File: src/rtl/ram_dp_clr_if.sv
// Port bundle for ram_dp_clr: write port, read port and the ready/valid status.
// The bench or host logic takes the master side and the RAM takes the slave side.
interface ram_dp_clr_if #(
    parameter int DATA_W = 4,
    parameter int ADDR_W = 5
);
    logic              wr_en;
    logic [ADDR_W-1:0] wr_addr;
    logic [DATA_W-1:0] wr_data;
    logic              rd_en;
    logic [ADDR_W-1:0] rd_addr;
    logic [DATA_W-1:0] rd_data;
    logic              rd_valid;
    logic              ready;

    modport master (
        output wr_en, wr_addr, wr_data, rd_en, rd_addr,
        input  rd_data, rd_valid, ready
    );

    modport slave (
        input  wr_en, wr_addr, wr_data, rd_en, rd_addr,
        output rd_data, rd_valid, ready
    );
endinterface

File: src/rtl/ram_dp_clr.sv
// Simple dual-port RAM (1W/1R) that zero-fills every word after reset before going live.
// Optional macro RAM_BYPASS_EN: same-address read+write returns the new word (write-first).
module ram_dp_clr #(
    parameter int DATA_W = 4,
    parameter int ADDR_W = 5
) (
    input  logic         CLOCK_50,
    input  logic         reset,
    ram_dp_clr_if.slave  bus
);
    localparam int DEPTH = 1 << ADDR_W;

    typedef enum logic {ST_CLEAR, ST_READY} state_t;

    state_t            state, state_nxt;
    logic [ADDR_W-1:0] clr_addr, clr_addr_nxt;

    logic              mem_we;
    logic [ADDR_W-1:0] mem_waddr;
    logic [DATA_W-1:0] mem_wdata;
    logic [DATA_W-1:0] mem [DEPTH];

    logic              wr_fire;
    logic              rd_fire;
    logic [DATA_W-1:0] rd_word;

    logic [DATA_W-1:0] rd_data_p1;
    logic              vld_p1;

    assign wr_fire = (state == ST_READY) && bus.wr_en;
    assign rd_fire = (state == ST_READY) && bus.rd_en;

    always_ff @(posedge CLOCK_50) begin
        if (reset) begin
            state    <= ST_CLEAR;
            clr_addr <= '0;
        end else begin
            state    <= state_nxt;
            clr_addr <= clr_addr_nxt;
        end
    end

    // The clear engine owns the write port until the last word is zeroed.
    always_comb begin
        state_nxt    = state;
        clr_addr_nxt = clr_addr;
        mem_we       = 1'b0;
        mem_waddr    = bus.wr_addr;
        mem_wdata    = bus.wr_data;
        case (state)
            ST_CLEAR: begin
                mem_we       = 1'b1;
                mem_waddr    = clr_addr;
                mem_wdata    = '0;
                clr_addr_nxt = clr_addr + 1'b1;
                if (&clr_addr)
                    state_nxt = ST_READY;
            end
            ST_READY: begin
                mem_we = wr_fire;
            end
        endcase
    end

    // Writes are suppressed on reset edges so a reset from READY cannot land a user write.
    always_ff @(posedge CLOCK_50) begin
        if (mem_we && !reset)
            mem[mem_waddr] <= mem_wdata;
    end

`ifdef RAM_BYPASS_EN
    assign rd_word = (wr_fire && (bus.wr_addr == bus.rd_addr)) ? bus.wr_data
                                                                : mem[bus.rd_addr];
`else
    assign rd_word = mem[bus.rd_addr];
`endif

    // Stage p1: registered read data and its valid strobe
    always_ff @(posedge CLOCK_50) begin
        if (reset) begin
            vld_p1     <= 1'b0;
            rd_data_p1 <= '0;
        end else begin
            vld_p1 <= rd_fire;
            if (rd_fire)
                rd_data_p1 <= rd_word;
        end
    end

    assign bus.rd_data  = rd_data_p1;
    assign bus.rd_valid = vld_p1;
    assign bus.ready    = (state == ST_READY);
endmodule

File: src/flat_wrapper.sv
// flat-port wrapper written by rule: the top's interface ports become plain ports
module ram_dp_clr_flat 
#(
    parameter int DATA_W = 4,
    parameter int ADDR_W = 5
)
  (CLOCK_50, reset, bus_wr_en, bus_wr_addr, bus_wr_data, bus_rd_en, bus_rd_addr, bus_rd_data, bus_rd_valid, bus_ready);
  ram_dp_clr_if #(.DATA_W(DATA_W), .ADDR_W(ADDR_W)) bus_i ();
  input  logic CLOCK_50;
  input  logic reset;
  input wire logic [$bits(bus_i.wr_en)-1:0] bus_wr_en;
  input wire logic [$bits(bus_i.wr_addr)-1:0] bus_wr_addr;
  input wire logic [$bits(bus_i.wr_data)-1:0] bus_wr_data;
  input wire logic [$bits(bus_i.rd_en)-1:0] bus_rd_en;
  input wire logic [$bits(bus_i.rd_addr)-1:0] bus_rd_addr;
  output wire logic [$bits(bus_i.rd_data)-1:0] bus_rd_data;
  output wire logic [$bits(bus_i.rd_valid)-1:0] bus_rd_valid;
  output wire logic [$bits(bus_i.ready)-1:0] bus_ready;
  assign bus_i.wr_en = bus_wr_en;
  assign bus_i.wr_addr = bus_wr_addr;
  assign bus_i.wr_data = bus_wr_data;
  assign bus_i.rd_en = bus_rd_en;
  assign bus_i.rd_addr = bus_rd_addr;
  assign bus_rd_data = bus_i.rd_data;
  assign bus_rd_valid = bus_i.rd_valid;
  assign bus_ready = bus_i.ready;
  ram_dp_clr #(.DATA_W(DATA_W), .ADDR_W(ADDR_W)) u_core (.CLOCK_50(CLOCK_50), .reset(reset), .bus(bus_i));
endmodule
File: config.mk
export PLATFORM = sky130hd
export DESIGN_NAME = ram_dp_clr_flat
export DESIGN_NICKNAME = d
export VERILOG_FILES = /design/src/rtl/ram_dp_clr_if.sv /design/src/rtl/ram_dp_clr.sv /design/src/flat_wrapper.sv
export SDC_FILE = /design/constraint.sdc
export NUM_CORES = 1
export LEC_CHECK = 0
export ABC_AREA = 1
export CAP_MARGIN = 20
export CORE_MARGIN = 3
export CORE_UTILIZATION = 34
export DETAILED_ROUTE_END_ITERATION = 8
export PLACE_DENSITY = 0.61
export SLEW_MARGIN = 20
export SYNTH_ARGS = -nofsm -noshare
export SYNTH_HDL_FRONTEND = slang
export SYNTH_SLANG_ARGS = --single-unit
File: constraint.sdc
create_clock -name CLOCK_50 -period 3.55 [get_ports CLOCK_50]
set_input_delay 0.355 -clock CLOCK_50 [delete_from_list [all_inputs] [get_ports CLOCK_50]]
set_output_delay 0.355 -clock CLOCK_50 [all_outputs]
set_load 0.005 [all_outputs]
==> impl_results.md, run 1 <==
* Max incr delay on CP at 0.57 ns
* # resized after CTS at 0
* Cell Area, Synth at 0.00588 mm^2
* Crit share post-route at 0.688
* Part of the power in combinational logic at 0.052
* Cell variety after synth at 18
* Status: complete, no violations
* Post-DP HPWL at 8.01 mm
* Die area at 0.0189 mm^2
* Worst slew pin tran at 0.982 ns
* Pleak at 2.53 nW
* Routed len/inst at 15.7 um
* Worst-path clk slew at 0.05 ns
* Tot Pwr at 3.61 mW
* First-pass GRT wire length at 20.5 mm
* Hold Fails Final Rpt at 0
* R2r worst-path depth at 5
* Synth Warn # at 0
* Hold path endpoint: u_core.clr_addr[1]$_SDFFE_PP0N_
* Non-filler cells, final at 805
* Routed via count at 3928
* Area Growth Syn to Fin at 16.5%
* Switching Share at 0.211
* Worst Setup End Kind: flip-flop
* Cells after Synth at 547
* # hold bufs at CTS at 0
* Peak supply drop at 0.000281 V
* Antenna diode count at 0
* Mapped Nets at 567
* I/O Buffers at 23
* Routed wire length at 12.7 mm
* Final Wtd Congestion at 0.781
* Placed cells at 772
* Number of remaining DRC errors at 0
* Critical path's slowest cell: nand3_1
* Critical Path RT at 3.62 ns
* Post CTS Setup Buffer Count at 0
* Largest net degree at the start of global routing at 65
* Via density at 4.88
* TritonCTS clock tree: yes
* Critical path startpoint category: flip-flop
* Avg Cell Area, Syn at 10.7 um^2
* Setup slack, reg-to-reg at 1.11 ns
* Ports at 24
* Power Dens Cells at 527 mW/mm^2
* Worst r2r src: u_core.bus.ready$_SDFF_PP0_
* Htree depth at 4
* TritonCTS Sinks at 139
* Fmax at 410 MHz
* Initial antenna violation count at 0
* Initial DRC count at 392
* Hold Startpoint: u_core.clr_addr[1]$_SDFFE_PP0N_
* GRT Total Usage at 0.146
* Maximum buffer depth of the clock tree at 2
* Util after Layout at 0.408
* Core Rows at 47
* Die W at 137 um
* Core box area at 0.0168 mm^2
* Fin crit period at 2.44 ns
* CP Class: reg -> reg
* Final ANT Viol Nets at 0
* Max Slew Vio Count at 0
* P_sw at 0.761 mW
* Nets at 592
* TritonRoute pass-1 iters at 5
* CP max FO at 14
* Vias in the first global route at 3953
* Worst EP arrival at 2.51 ns
* Share of post-route cells with drive strength above 1 at 0.0821
* Num CTS Buffers at 17
* Setup tns final at 0 ns
* Clock skew at 0.0126 ns
* RSZ-0062 raised after global routing: no
* Clock share of power at 0.454
* Synthesis-stage register bit count at 139
* Most frequent cells in the layout: nand2_1, edfxtp_1, nand3_1, nor2_1, clkdlybuf4s50_1
* Clk_lat worst skew at 0.42 ns
* Worst r2r dst: u_core.mem[2][3]$_DFFE_PP_
* Chip height at 137 um
* Hold Crit Class: reg -> reg
* Hold WS at 0.496 ns
* Worst path cell trace: buf_4, inv_2, o21ai_0, nand3_1, nor2_1
* Worst rel slew slack at 0.345
* Initial Util at 0.351
* Sequential fraction of the synthesis area at 0.692
* CTS Root Buffer Type: clkbuf_16
* Int Power at 2.85 mW
* Reg power frac at 0.493
* Number of cells on the worst hold path at 2
* Max cap viols at 0
* Final setup fails at 0
* Commonest non-fill, non-tap cell in the layout: nand2_1
* GRT Residual Overflow at 0
==> worst max-delay path by stage <==
stage	depth (start not counted)	endpoint	slack (ns)	start
final	5	u_core.mem[2][3]$_DFFE_PP_	1.11	u_core.bus.ready$_SDFF_PP0_
after global routing	5	u_core.mem[2][3]$_DFFE_PP_	0.86	u_core.bus.ready$_SDFF_PP0_
after CTS	5	u_core.mem[2][3]$_DFFE_PP_	1.16	u_core.bus.ready$_SDFF_PP0_
after detailed placement	10	u_core.bus.rd_data[0]$_SDFFE_PP0P_	0.97	bus_rd_addr[1]
after global placement	10	u_core.bus.rd_data[0]$_SDFFE_PP0P_	1.05	bus_rd_addr[1]
after floorplan	8	u_core.mem[16][0]$_DFFE_PP_	1.91	u_core.bus.ready$_SDFF_PP0_
==> per-stage QoR <==
stage / worst slack (ns) / cell area (um^2)
after CTS: 1.16 / 6820
after detailed placement: 0.966 / 6260
after global routing: 0.857 / 6840
final: 1.11 / 6840
after global placement: 1.05 / 6260
after floorplan: 1.91 / 5880
==> worst max-delay path: cells and delay by family, from the launching register on <==
family | cells | cell delay (ns)
buf+inv | 2 | 0.32
flops | 1 | 0.43
compound gates | 1 | 0.30
simple gates | 2 | 1.06
==> cells in the mapped netlist <==
cell type,instances,area share
nor3_1,3,0.0026
nor2_2,2,0.0021
nor2_1,43,0.027
dfxtp_1,11,0.037
clkbuf_1,4,0.0026
inv_2,3,0.0019
nand3_1,109,0.093
buf_6,8,0.015
inv_1,19,0.012
o21ai_2,2,0.0030
o21ai_0,9,0.0077
buf_2,13,0.011
nand2_1,179,0.11
a21oi_1,9,0.0077
edfxtp_1,128,0.65
or2_1,2,0.0021
ha_1,2,0.0043
buf_4,1,0.0013
==> kinds of logic after synthesis <==
| group | share of synthesized area |
|---|---|
| simple gates | 0.241 |
| flops | 0.692 |
| buf+inv | 0.0443 |
| compound gates | 0.0183 |
| fa+ha+maj | 0.00426 |
==> state kept, by name, summed over array words and instances (netlist names) <==
register and flops:
u_core.bus.rd_data 4, u_core.clr_addr 5, u_core.bus.ready 1, u_core.mem 128, u_core.bus.rd_valid 1
==> per-layer routing <==
metal | routed length, um | GRT usage | vias up
met3 | 584 | 0.0343 | 14
met4 | 160 | 0.0554 | 0
met1 | 5890 | 0.195 | 1882
li1 | - | - | 1928
met5 | 0 | 0 | -
met2 | 6030 | 0.232 | 104
==> cell type report <==
class | instances | area, um^2
Inverter | 22 | 82.6
Sequential cell | 139 | 4060
Clock buffer | 20 | 467
Clock inverter | 12 | 97.6
Fill cell | 1584 | 9920
Timing Repair Buffer | 32 | 305
Tap cell | 220 | 275
Multi-Input combinational cell | 360 | 1550
==> power by group through the flow <==
| stage | clock network, mW | logic [mW] | registers [mW] |
|---|---|---|---|
| CTS | 1.66 | 0.187 | 1.78 |
| detailed placement | 0 | 0.186 | 1.81 |
| finish | 1.64 | 0.189 | 1.78 |
| global route | 1.75 | 0.212 | 1.78 |
| global placement | 0 | 0.184 | 1.81 |
| floorplan | 0 | 0.132 | 1.81 |
(Power assumes the default switching activity.)
==> run 2, diff against run 1 <==
--- a/config.mk
+++ b/config.mk
@@ -10,7 +10,7 @@
 export CORE_MARGIN = 3
 export CORE_UTILIZATION = 34
 export DETAILED_ROUTE_END_ITERATION = 8
-export PLACE_DENSITY = 0.61
+export PLACE_DENSITY = 0.62
 export SLEW_MARGIN = 20
 export SYNTH_ARGS = -nofsm -noshare
 export SYNTH_HDL_FRONTEND = slang
==> constraint.sdc (replaced) <==
create_clock -name CLOCK_50 -period 2.1 [get_ports CLOCK_50]
set_input_delay 0.21 -clock CLOCK_50 [delete_from_list [all_inputs] [get_ports CLOCK_50]]
set_output_delay 0.21 -clock CLOCK_50 [all_outputs]
set_load 0.005 [all_outputs]
==> run 2 against run 1 <==
  * Worst hold slack lost 0.053 ns
  * Register-to-register slack got worse by 0.97 ns
  * Sequential power grew 69%
  * Clock power increased by 110%
  * Via count rose by 3.4%
  * Clock skew shrank 0.0057 ns
  * Count of clock-buffer cells in the layout decreased by 1
  * Critical endpoint is now u_core.mem[11][0]$_DFFE_PP_
==> impl_results.md, run 2 (same netlist as run 1, synthesis figures left out) <==
* Max incr delay on CP at 0.44 ns (-0.13 ns)
* TritonCTS Sinks at 139 (unchanged)
* Placed Area at 0.00637 mm^2 (+1.8%)
* Critical path startpoint category: flip-flop
* Vias in the first global route at 4148 (+4.9%)
* # hold bufs at CTS at 0 (unchanged)
* Largest Register: u_core.mem
* Max cap viols at 0 (unchanged)
* GRT Total Usage at 0.152 (+0.00570)
* Via density at 4.99 (+2.3%)
* Worst Setup End Kind: flip-flop
* CP Class: reg -> reg
* Post-DP HPWL at 8.41 mm (+5.0%)
* Placed cells at 782 (+1.3%)
* Share of post-route cells with drive strength above 1 at 0.0993 (+0.0173)
* Fin crit period at 1.96 ns (-0.484 ns)
* Setup tns final at 0 ns (unchanged)
* # resized after CTS at 0 (unchanged)
* Area Growth Syn to Fin at 20.1%
* Core Rows at 47 (unchanged)
* Hold Crit Class: in -> reg
* Initial Util at 0.351 (unchanged)
* Largest net degree at the start of global routing at 65 (unchanged)
* Routed via count at 4063 (+3.4%)
* CP max FO at 10 (-4)
* CP Launch Point: u_core.bus.ready$_SDFF_PP0_
* Clk_lat worst skew at 0.42 ns (about the same)
* First-pass GRT wire length at 21.3 mm (+3.6%)
* Die area at 0.0189 mm^2 (unchanged)
* Worst EP arrival at 2.04 ns (-0.47 ns)
* Worst r2r src: u_core.bus.ready$_SDFF_PP0_
* Tot Pwr at 6.75 mW (+87%)
* I/O Buffers at 23 (unchanged)
* Crit share post-route at 0.932 (+0.244)
* Peak supply drop at 0.000573 V (+100%)
* Post CTS Setup Buffer Count at 0 (unchanged)
* Most frequent cells in the layout: nand2_1, edfxtp_1, nand3_1, nor2_1, clkdlybuf4s50_1
* Worst slew pin tran at 0.599 ns (-0.382 ns)
* Number of remaining DRC errors at 0 (unchanged)
* Max Slew Vio Count at 0 (unchanged)
* Commonest non-fill, non-tap cell in the layout: nand2_1
* Nets at 601 (+1.5%)
* Num CTS Buffers at 17 (unchanged)
* Die W at 137 um (unchanged)
* Post-Layout Inst Area at 0.00706 mm^2 (+3.2%)
* Routed wire length at 13.4 mm (+5.5%)
* Pleak at 2.63 nW (+3.9%)
* RSZ-0062 raised after global routing: no
* Antenna diode count at 0 (unchanged)
* GRT Residual Overflow at 0 (unchanged)
* Largest register FFs at 128 (unchanged)
* Maximum buffer depth of the clock tree at 2 (unchanged)
* Initial antenna violation count at 0 (unchanged)
* Fmax at 511 MHz (+25%)
* Chip height at 137 um (unchanged)
* Clock skew at 0.00686 ns (-0.00572 ns)
* Hold WS at 0.443 ns (-0.0528 ns)
* Core box area at 0.0168 mm^2 (unchanged)
* Final Wtd Congestion at 0.781 (about the same)
* FILL cells at 1549 (-2.2%)
* Ports at 24 (unchanged)
* CTS Root Buffer Type: clkbuf_16
* Critical Path RT at 2.19 ns (-1.43 ns)
* Final setup fails at 0 (unchanged)
* Hold Fails Final Rpt at 0 (unchanged)
* TritonCTS clock tree: yes
* Htree depth at 4 (unchanged)
* Worst rel slew slack at 0.600 (+0.255)
* Worst-path clk slew at 0.06 ns (about the same)
* Hold Startpoint: bus_rd_en
* Non-filler cells, final at 814 (+1.1%)
* Status: complete, no violations
* Initial DRC count at 339 (-14%)
* Critical path's slowest cell: dfxtp_2
* Power Dens Cells at 956 mW/mm^2 (+81%)
* Final ANT Viol Nets at 0 (unchanged)
* Routed len/inst at 16.4 um (+4.3%)
* Worst path cell trace: inv_2, or2_1, o21ai_2, inv_1, nor2_2, nand2_1, nor2_1
* TritonRoute pass-1 iters at 5 (unchanged)
-- run 2: cell type report --
class / instances / area, um^2 / area share
clock buffer: 19 / 433 / 0.0613
clock inverter: 13 / 246 / 0.0349
inverter: 22 / 82.6 / 0.0117
multi-input combinational: 360 / 1560 / 0.221
sequential: 139 / 4070 / 0.576
tap: 220 / 275 / 0.0390
timing repair buffer: 41 / 398 / 0.0564
-- run 2: power breakdown --
group          total [mW]  leakage (nW)  switching, mW  internal [mW]
logic               0.348          1.10          0.224          0.124
registers            3.01          1.21        0.00793           3.00
clock network        3.39         0.321           1.06           2.33
-- run 2: metal layers --
layer | part of all wire | up-vias | global-route usage | routed length, um
met1 | 0.43 | 1967 | 0.187 | 5790
met2 | 0.49 | 124 | 0.252 | 6490
met5 | 0 | - | 0 | 0
li1 | - | 1948 | - | -
met4 | 0.016 | 0 | 0.0521 | 210
met3 | 0.065 | 24 | 0.0486 | 868
-- run 2: path summary, 6_finish.rpt --
kind / end / slack [ns] / cells after the start
worst max-delay path: u_core.mem[11][0]$_DFFE_PP_ / 0.14 / 7
worst max register to register: u_core.mem[11][0]$_DFFE_PP_ / 0.14 / 7
worst min-delay path: u_core.bus.rd_valid$_SDFF_PP0_ / 0.44 / 3
worst min register to register: u_core.clr_addr[1]$_SDFFE_PP0N_ / 0.50 / 2
-- run 2: metrics by stage --
step           setup slack [ns]   util
6_report                  0.143  0.421
5_1_grt                  0.0367  0.421
4_1_cts                  0.0678  0.421
3_5_place_dp             0.0706  0.380
3_3_place_gp              0.160  0.380
2_1_floorplan             0.461      -
-- run 2: worst max-delay path: cells and delay by family (launching register included) --
family / cells / cell delay, ns
flip-flops: 1 / 0.44
AND/OR/NAND/NOR: 4 / 0.92
buffers and inverters: 2 / 0.19
AO/OA/AOI/OAI: 1 / 0.08
